===== config.mk =====
export PLATFORM = sky130hd
export DESIGN_NAME = ysyx_24110006_mem_arbiter_flat
export DESIGN_NICKNAME = d
export VERILOG_FILES = /design/src/rtl/ysyx_24110006_mem_arbiter_if.sv /design/src/rtl/ysyx_24110006_mem_arbiter.sv /design/src/flat_wrapper.sv
export SDC_FILE = /design/constraint.sdc
export NUM_CORES = 1
export LEC_CHECK = 0
export CELL_PAD_IN_SITES_DETAIL_PLACEMENT = 0
export CELL_PAD_IN_SITES_GLOBAL_PLACEMENT = 1
export CORE_UTILIZATION = 27
export DETAILED_ROUTE_END_ITERATION = 6
export PLACE_DENSITY = 0.89
export SLEW_MARGIN = 20
export SYNTH_ARGS = -nofsm -noshare
export SYNTH_HDL_FRONTEND = slang
export SYNTH_SLANG_ARGS = --single-unit
export TNS_END_PERCENT = 20

===== constraint.sdc =====
create_clock -name i_clock -period 1.84 [get_ports i_clock]
set_input_delay 0.46 -clock i_clock [delete_from_list [all_inputs] [get_ports i_clock]]
set_output_delay 0.46 -clock i_clock [all_outputs]
set_load 0.005 [all_outputs]

===== src/rtl/ysyx_24110006_mem_arbiter_if.sv =====
// Signal bundle between the memory arbiter, its two requesters (IFU, LSU)
// and the bus bridge. The "slave" modport is the arbiter's view; the
// "master" modport is the view of whatever surrounds it.
interface ysyx_24110006_mem_arbiter_if;
  // IFU side
  logic        i_ifu_valid;
  logic        o_ifu_ready;
  logic [31:0] i_ifu_addr;
  logic        i_ifu_flush;
  logic        o_ifu_rvalid;
  logic [31:0] o_ifu_rdata;
  logic        o_ifu_rerr;
  // LSU side
  logic        i_lsu_valid;
  logic        o_lsu_ready;
  logic [31:0] i_lsu_addr;
  logic        i_lsu_wen;
  logic [31:0] i_lsu_wdata;
  logic [3:0]  i_lsu_wmask;
  logic        o_lsu_rvalid;
  logic [31:0] o_lsu_rdata;
  logic        o_lsu_rerr;
  // Memory bus side
  logic        o_mem_valid;
  logic        i_mem_ready;
  logic [31:0] o_mem_addr;
  logic        o_mem_wen;
  logic [31:0] o_mem_wdata;
  logic [3:0]  o_mem_wmask;
  logic        i_mem_rvalid;
  logic [31:0] i_mem_rdata;
  logic        i_mem_rerr;

  modport slave (
    input  i_ifu_valid, i_ifu_addr, i_ifu_flush,
    output o_ifu_ready, o_ifu_rvalid, o_ifu_rdata, o_ifu_rerr,
    input  i_lsu_valid, i_lsu_addr, i_lsu_wen, i_lsu_wdata, i_lsu_wmask,
    output o_lsu_ready, o_lsu_rvalid, o_lsu_rdata, o_lsu_rerr,
    output o_mem_valid, o_mem_addr, o_mem_wen, o_mem_wdata, o_mem_wmask,
    input  i_mem_ready, i_mem_rvalid, i_mem_rdata, i_mem_rerr
  );

  modport master (
    output i_ifu_valid, i_ifu_addr, i_ifu_flush,
    input  o_ifu_ready, o_ifu_rvalid, o_ifu_rdata, o_ifu_rerr,
    output i_lsu_valid, i_lsu_addr, i_lsu_wen, i_lsu_wdata, i_lsu_wmask,
    input  o_lsu_ready, o_lsu_rvalid, o_lsu_rdata, o_lsu_rerr,
    input  o_mem_valid, o_mem_addr, o_mem_wen, o_mem_wdata, o_mem_wmask,
    output i_mem_ready, i_mem_rvalid, i_mem_rdata, i_mem_rerr
  );
endinterface


===== src/rtl/ysyx_24110006_mem_arbiter.sv =====
// Two-requester memory arbiter: shares the single bus port between the IFU
// and the LSU, one transaction at a time (IDLE -> REQ -> WAIT -> RESP).
// Optional feature macro: CONFIG_ARB_RR_EN selects round-robin arbitration;
// without it the LSU wins every conflict.
module ysyx_24110006_mem_arbiter (
  input logic                        i_clock,
  input logic                        i_reset,
  ysyx_24110006_mem_arbiter_if.slave arb
);

  localparam logic [1:0] IDLE = 2'd0;
  localparam logic [1:0] REQ  = 2'd1;
  localparam logic [1:0] WAIT = 2'd2;
  localparam logic [1:0] RESP = 2'd3;

  localparam logic OWNER_IFU = 1'b0;
  localparam logic OWNER_LSU = 1'b1;

  logic [1:0]  state;
  logic [1:0]  state_next;
  logic        owner;
  logic        drop;
  logic [31:0] addr_q;
  logic        wen_q;
  logic [31:0] wdata_q;
  logic [3:0]  wmask_q;
  logic [31:0] rdata_q;
  logic        rerr_q;
  logic        grant_ifu;
  logic        grant_lsu;
  logic        flush_hit;
  logic        ifu_resp;
  logic        lsu_resp;

`ifdef CONFIG_ARB_RR_EN
  logic last_grant;

  // Grant in IDLE only; on a conflict the requester not served last wins
  always_comb begin
    grant_ifu = 1'b0;
    grant_lsu = 1'b0;
    if (state == IDLE && i_reset) begin
      if (arb.i_ifu_valid && arb.i_lsu_valid) begin
        if (last_grant == OWNER_IFU) grant_lsu = 1'b1;
        else                         grant_ifu = 1'b1;
      end else begin
        grant_ifu = arb.i_ifu_valid;
        grant_lsu = arb.i_lsu_valid;
      end
    end
  end

  // Remember who was granted last so the next conflict alternates
  always_ff @(posedge i_clock) begin
    if (!i_reset)       last_grant <= OWNER_IFU;
    else if (grant_lsu) last_grant <= OWNER_LSU;
    else if (grant_ifu) last_grant <= OWNER_IFU;
  end
`else
  // Grant in IDLE only; the LSU always wins a conflict
  always_comb begin
    grant_ifu = 1'b0;
    grant_lsu = 1'b0;
    if (state == IDLE && i_reset) begin
      grant_lsu = arb.i_lsu_valid;
      grant_ifu = arb.i_ifu_valid && !arb.i_lsu_valid;
    end
  end
`endif

  // Next-state logic for the single-outstanding transaction sequence
  always_comb begin
    state_next = state;
    case (state)
      IDLE:    if (grant_ifu || grant_lsu) state_next = REQ;
      REQ:     if (arb.i_mem_ready)        state_next = WAIT;
      WAIT:    if (arb.i_mem_rvalid)       state_next = RESP;
      RESP:    state_next = IDLE;
      default: state_next = IDLE;
    endcase
  end

  // State register; reset abandons any in-flight transaction
  always_ff @(posedge i_clock) begin
    if (!i_reset) state <= IDLE;
    else          state <= state_next;
  end

  // Capture the winning request at acceptance and the bus response in WAIT
  always_ff @(posedge i_clock) begin
    if (!i_reset) begin
      owner   <= OWNER_IFU;
      addr_q  <= 32'd0;
      wen_q   <= 1'b0;
      wdata_q <= 32'd0;
      wmask_q <= 4'd0;
      rdata_q <= 32'd0;
      rerr_q  <= 1'b0;
    end else begin
      if (grant_lsu) begin
        owner   <= OWNER_LSU;
        addr_q  <= arb.i_lsu_addr;
        wen_q   <= arb.i_lsu_wen;
        wdata_q <= arb.i_lsu_wdata;
        wmask_q <= arb.i_lsu_wen ? arb.i_lsu_wmask : 4'd0;
      end else if (grant_ifu) begin
        owner   <= OWNER_IFU;
        addr_q  <= arb.i_ifu_addr;
        wen_q   <= 1'b0;
        wdata_q <= 32'd0;
        wmask_q <= 4'd0;
      end
      if (state == WAIT && arb.i_mem_rvalid) begin
        rdata_q <= arb.i_mem_rdata;
        rerr_q  <= arb.i_mem_rerr;
      end
    end
  end

  assign flush_hit = arb.i_ifu_flush && (owner == OWNER_IFU) && (state != IDLE);

  // Drop flag: a flushed IFU transaction still completes on the bus but
  // its response is swallowed; the flag lives until the next IDLE
  always_ff @(posedge i_clock) begin
    if (!i_reset)           drop <= 1'b0;
    else if (state == IDLE) drop <= 1'b0;
    else if (flush_hit)     drop <= 1'b1;
  end

  // A flush arriving in the RESP cycle itself also suppresses the pulse
  assign ifu_resp = (state == RESP) && (owner == OWNER_IFU) && !drop && !arb.i_ifu_flush;
  assign lsu_resp = (state == RESP) && (owner == OWNER_LSU);

  assign arb.o_ifu_ready  = grant_ifu;
  assign arb.o_lsu_ready  = grant_lsu;
  assign arb.o_ifu_rvalid = ifu_resp;
  assign arb.o_ifu_rdata  = ifu_resp ? rdata_q : 32'd0;
  assign arb.o_ifu_rerr   = ifu_resp && rerr_q;
  assign arb.o_lsu_rvalid = lsu_resp;
  assign arb.o_lsu_rdata  = lsu_resp ? rdata_q : 32'd0;
  assign arb.o_lsu_rerr   = lsu_resp && rerr_q;
  assign arb.o_mem_valid  = (state == REQ);
  assign arb.o_mem_addr   = addr_q;
  assign arb.o_mem_wen    = wen_q;
  assign arb.o_mem_wdata  = wdata_q;
  assign arb.o_mem_wmask  = wmask_q;

endmodule


===== src/flat_wrapper.sv =====
// flat-port wrapper written by rule: the top's interface ports become plain ports
module ysyx_24110006_mem_arbiter_flat 
  (i_clock, i_reset, arb_i_ifu_valid, arb_i_ifu_addr, arb_i_ifu_flush, arb_o_ifu_ready, arb_o_ifu_rvalid, arb_o_ifu_rdata, arb_o_ifu_rerr, arb_i_lsu_valid, arb_i_lsu_addr, arb_i_lsu_wen, arb_i_lsu_wdata, arb_i_lsu_wmask, arb_o_lsu_ready, arb_o_lsu_rvalid, arb_o_lsu_rdata, arb_o_lsu_rerr, arb_o_mem_valid, arb_o_mem_addr, arb_o_mem_wen, arb_o_mem_wdata, arb_o_mem_wmask, arb_i_mem_ready, arb_i_mem_rvalid, arb_i_mem_rdata, arb_i_mem_rerr);
  ysyx_24110006_mem_arbiter_if arb_i ();
  input logic i_clock;
  input logic i_reset;
  input wire logic [$bits(arb_i.i_ifu_valid)-1:0] arb_i_ifu_valid;
  input wire logic [$bits(arb_i.i_ifu_addr)-1:0] arb_i_ifu_addr;
  input wire logic [$bits(arb_i.i_ifu_flush)-1:0] arb_i_ifu_flush;
  output wire logic [$bits(arb_i.o_ifu_ready)-1:0] arb_o_ifu_ready;
  output wire logic [$bits(arb_i.o_ifu_rvalid)-1:0] arb_o_ifu_rvalid;
  output wire logic [$bits(arb_i.o_ifu_rdata)-1:0] arb_o_ifu_rdata;
  output wire logic [$bits(arb_i.o_ifu_rerr)-1:0] arb_o_ifu_rerr;
  input wire logic [$bits(arb_i.i_lsu_valid)-1:0] arb_i_lsu_valid;
  input wire logic [$bits(arb_i.i_lsu_addr)-1:0] arb_i_lsu_addr;
  input wire logic [$bits(arb_i.i_lsu_wen)-1:0] arb_i_lsu_wen;
  input wire logic [$bits(arb_i.i_lsu_wdata)-1:0] arb_i_lsu_wdata;
  input wire logic [$bits(arb_i.i_lsu_wmask)-1:0] arb_i_lsu_wmask;
  output wire logic [$bits(arb_i.o_lsu_ready)-1:0] arb_o_lsu_ready;
  output wire logic [$bits(arb_i.o_lsu_rvalid)-1:0] arb_o_lsu_rvalid;
  output wire logic [$bits(arb_i.o_lsu_rdata)-1:0] arb_o_lsu_rdata;
  output wire logic [$bits(arb_i.o_lsu_rerr)-1:0] arb_o_lsu_rerr;
  output wire logic [$bits(arb_i.o_mem_valid)-1:0] arb_o_mem_valid;
  output wire logic [$bits(arb_i.o_mem_addr)-1:0] arb_o_mem_addr;
  output wire logic [$bits(arb_i.o_mem_wen)-1:0] arb_o_mem_wen;
  output wire logic [$bits(arb_i.o_mem_wdata)-1:0] arb_o_mem_wdata;
  output wire logic [$bits(arb_i.o_mem_wmask)-1:0] arb_o_mem_wmask;
  input wire logic [$bits(arb_i.i_mem_ready)-1:0] arb_i_mem_ready;
  input wire logic [$bits(arb_i.i_mem_rvalid)-1:0] arb_i_mem_rvalid;
  input wire logic [$bits(arb_i.i_mem_rdata)-1:0] arb_i_mem_rdata;
  input wire logic [$bits(arb_i.i_mem_rerr)-1:0] arb_i_mem_rerr;
  assign arb_i.i_ifu_valid = arb_i_ifu_valid;
  assign arb_i.i_ifu_addr = arb_i_ifu_addr;
  assign arb_i.i_ifu_flush = arb_i_ifu_flush;
  assign arb_o_ifu_ready = arb_i.o_ifu_ready;
  assign arb_o_ifu_rvalid = arb_i.o_ifu_rvalid;
  assign arb_o_ifu_rdata = arb_i.o_ifu_rdata;
  assign arb_o_ifu_rerr = arb_i.o_ifu_rerr;
  assign arb_i.i_lsu_valid = arb_i_lsu_valid;
  assign arb_i.i_lsu_addr = arb_i_lsu_addr;
  assign arb_i.i_lsu_wen = arb_i_lsu_wen;
  assign arb_i.i_lsu_wdata = arb_i_lsu_wdata;
  assign arb_i.i_lsu_wmask = arb_i_lsu_wmask;
  assign arb_o_lsu_ready = arb_i.o_lsu_ready;
  assign arb_o_lsu_rvalid = arb_i.o_lsu_rvalid;
  assign arb_o_lsu_rdata = arb_i.o_lsu_rdata;
  assign arb_o_lsu_rerr = arb_i.o_lsu_rerr;
  assign arb_o_mem_valid = arb_i.o_mem_valid;
  assign arb_o_mem_addr = arb_i.o_mem_addr;
  assign arb_o_mem_wen = arb_i.o_mem_wen;
  assign arb_o_mem_wdata = arb_i.o_mem_wdata;
  assign arb_o_mem_wmask = arb_i.o_mem_wmask;
  assign arb_i.i_mem_ready = arb_i_mem_ready;
  assign arb_i.i_mem_rvalid = arb_i_mem_rvalid;
  assign arb_i.i_mem_rdata = arb_i_mem_rdata;
  assign arb_i.i_mem_rerr = arb_i_mem_rerr;
  ysyx_24110006_mem_arbiter u_core (.i_clock(i_clock), .i_reset(i_reset), .arb(arb_i));
endmodule

==> metrics <==
status=finished with violations; failing checks=setup timing; worst vdd rail ir drop=0.462 mV; crit-path most repeated cell=buf_6; Flop pwr share=38.4%; Power Density=939 nW/µm²; H-tree levels=3; CP Class=flip-flop to primary output; total die area=between 15000 and 20000 µm²; DRT Pass-1 Iters=4; hold_ws=0.472 ns; pre-CTS setup slack=-0.715 ns; Port-buffer cells=280; crit start category=flip-flop; Req. time, crit path=1.38 ns; clk buf depth=2; Max-Cap Viols=0; Root Driver=clkbuf_16; internal power=0.00553 W; non-filler instance count after layout=between 900 and 1000; worst skew pair latency=about 0.35 ns; Period Utilization, post-route=123%; total CTS buffers=9; routed wire length per instance=between 15 and 20 µm; largest net degree at the start of global routing=47; Min-Delay Path Class=flip-flop to flip-flop; post-layout instance area=8270 µm²; via/cell ratio=4.56; core box area=16700 µm²; Starting Density=around 28%; GP Congestion=0.808; RSZ-0062 raised after global routing=true; CP max-delay cell=dfxtp_2; Worst EP arrival=1.80 ns; Crit. End Element=primary output; YS warnings=0; Final Routed Wirelength=15.5 mm; Clock Sinks=106; Comb pwr share=34.1%; Slew headroom=roughly two thirds; drc violations=0; Final Worst Setup Slack=-0.416 ns; Die Height=133 µm; crit-path cells=ha_4 -> nor4b_4 -> buf_6 -> buf_6 -> buf_6 -> buf_16 -> and2_4 -> buf_6; n_diodes=0; fill count=1587; NetSw=about 0.0022 W; Post-DP HPWL=10.7 mm; sequential cell area fraction in the yosys report=45.6%; final hold violation count=0; first-pass GRT wire length=24.0 mm; Slew @ Worst Pin=0.520 ns; Initial DRC Count=approximately 140; leakage dissipation=3.73 nW; gr usage total=17.3%; I/O pins=roughly 280; final setup fails=70; post-synthesis cell count=483; TritonCTS clock tree=built; FF+latch count, synth=roughly 110; Post-synth EDFFs=0; most common flop cell mapped by yosys=dfxtp_1; CP max stage delay=0.35 ns; nets=between 900 and 1000; Fmax=~0.44 GHz; Placed Cells incl. Taps=963; area growth from synthesis to layout=77.7%; Final Critical Period=between 2 and 2.5 ns; layout cells sized above 1=roughly 23%; initial antenna violation count=0; remaining antenna violation count=0; Avg Cell Area, Syn=9.63 µm²; Synth cell types=29; grt ovf=0; Post-synth ARST share=0%; Clock Power Share=27.6%; Die Width=133 µm; Sw Share=28.9%; placed cell areas=7690 µm²; vias in the first global route=4421; via count=~4500; Post-Syn Area=between 4000 and 5000 µm²; hold_buf cts=0; Clock Pin Slew Worst Setup and Hold Paths=roughly 0.07 ns; Synthesized Nets=roughly 630; Clock Skew=0.00866 ns; Slew Limit Fails=0; Worst Path Max Fanout=6; row count=47
registers in the layout, indices dropped and copies added (netlist names):
register                flops
u_core.arb.o_mem_wen        1
u_core.owner                1
u_core.arb.o_mem_addr      32
u_core.arb.o_mem_wdata     32
u_core.rerr_q               1
u_core.state                2
u_core.arb.o_mem_wmask      4
u_core.drop                 1
u_core.rdata_q             32
worst paths after layout:
| kind | start | to | slack [ns] | cells past startpoint |
|---|---|---|---|---|
| max | u_core.state[0] | arb_o_ifu_rdata[12] | -0.42 | 8 |
| min | u_core.rdata_q[14] | u_core.rdata_q[14] | 0.47 | 2 |
| max reg2reg | u_core.state[1] | u_core.arb.o_mem_addr[26] | 0.18 | 9 |
| min reg2reg | u_core.rdata_q[14] | u_core.rdata_q[14] | 0.47 | 2 |
placed cells by master, fill, tap and decap left out, drive strengths merged:
cell,netlist,final
nor4b,1,1
a21oi,3,3
nor2,1,1
o21bai,1,1
nand2,102,102
dfxtp,106,106
and4,1,1
mux2i,33,33
ha,4,4
a21boi,33,33
nor3b,1,1
a22o,32,32
o21ai,1,1
clkbuf,12,36
nor2b,2,2
a221oi,1,1
o31ai,1,1
and2,36,36
and3,34,34
bufinv,0,2
inv,4,6
clkdlybuf4s50,0,206
o211ai,1,1
a32o,4,4
o211a,33,33
clkinv,0,2
buf,34,91
a221o,1,1
and4b,1,1
dlygate4sd2,0,1
critical path, delay by kind of cell (launching register included):
| kind | cells | cell delay (ns) |
|---|---|---|
| adders and majority gates | 1 | 0.14 |
| buffers and inverters | 5 | 0.59 |
| DFF | 1 | 0.35 |
| and+or+nand+nor | 2 | 0.36 |
power groups by stage:
stage / sequential [W] / clock [W] / combinational [W]
6_report: 0.00298 / 0.00214 / 0.00265
5_1_grt: 0.00303 / 0.00232 / 0.00288
4_1_cts: 0.00297 / 0.00223 / 0.00259
3_5_place_dp: 0.00300 / 0 / 0.00243
3_3_place_gp: 0.00299 / 0 / 0.00242
2_1_floorplan: 0.00298 / 0 / 0.00109
through the flow:
step	setup TNS [ns]	utilization (%)	power, W
2_1_floorplan	0	-	0.00407
5_1_grt	-23.87	49.5	0.00823
6_report	-18.08	49.5	0.00777
4_1_cts	-18.98	49.0	0.00779
3_5_place_dp	-29.45	46.1	0.00543
3_3_place_gp	-28.01	46.1	0.00541
layer usage:
| layer | vias up | GRT usage, % | wire length, µm |
|---|---|---|---|
| li1 | 2262 | - | - |
| met1 | 2082 | 19.7 | 6240 |
| met2 | 182 | 30.0 | 7610 |
| met3 | 21 | 5.18 | 1260 |
| met4 | 0 | 7.13 | 348 |
| met5 | - | 0 | 0 |
final cells by class:
type | instances | area, µm² | share of cell area [%]
inverter | 4 | 17.5 | 0.212
multi-input combinational | 327 | 2390 | 29.0
clock inverter | 6 | 95.1 | 1.15
clock buffer | 10 | 239 | 2.89
sequential | 106 | 2120 | 25.7
timing repair buffer | 324 | 3120 | 37.8
tap | 220 | 275 | 3.33
cells in the mapped netlist (all sizes together), types with 2 or more instances:
cell	instances	area (µm²)
dfxtp	106	2120
nand2	102	383
and2	36	225
and3	34	213
buf	34	239
a21boi	33	248
mux2i	33	330
o211a	33	330
a22o	32	280
clkbuf	12	45.0
a32o	4	40.0
ha	4	50.1
inv	4	15.0
a21oi	3	15.0
nor2b	2	12.5
cell families (layout without fill, tap and decap cells):
group | after synthesis | after routing | synth area share (%)
buffers and inverters | 50 | 344 | 6.43
adder cells (fa/ha/maj) | 4 | 4 | 1.08
flip-flops | 106 | 106 | 45.6
AO/OA/AOI/OAI | 111 | 111 | 20.7
multiplexers | 33 | 33 | 7.10
AND/OR/NAND/NOR | 179 | 179 | 19.1
timing repair:
action / in CTS / in global routing
setup buffers: 10 / 3
endpoints found under the setup margin: 71 / 71
gates resized for setup: 261 / 78
pin swaps: 20 / 5
cloned: 6 / 0
No activity file was read; power rests on OpenSTA's default activity.
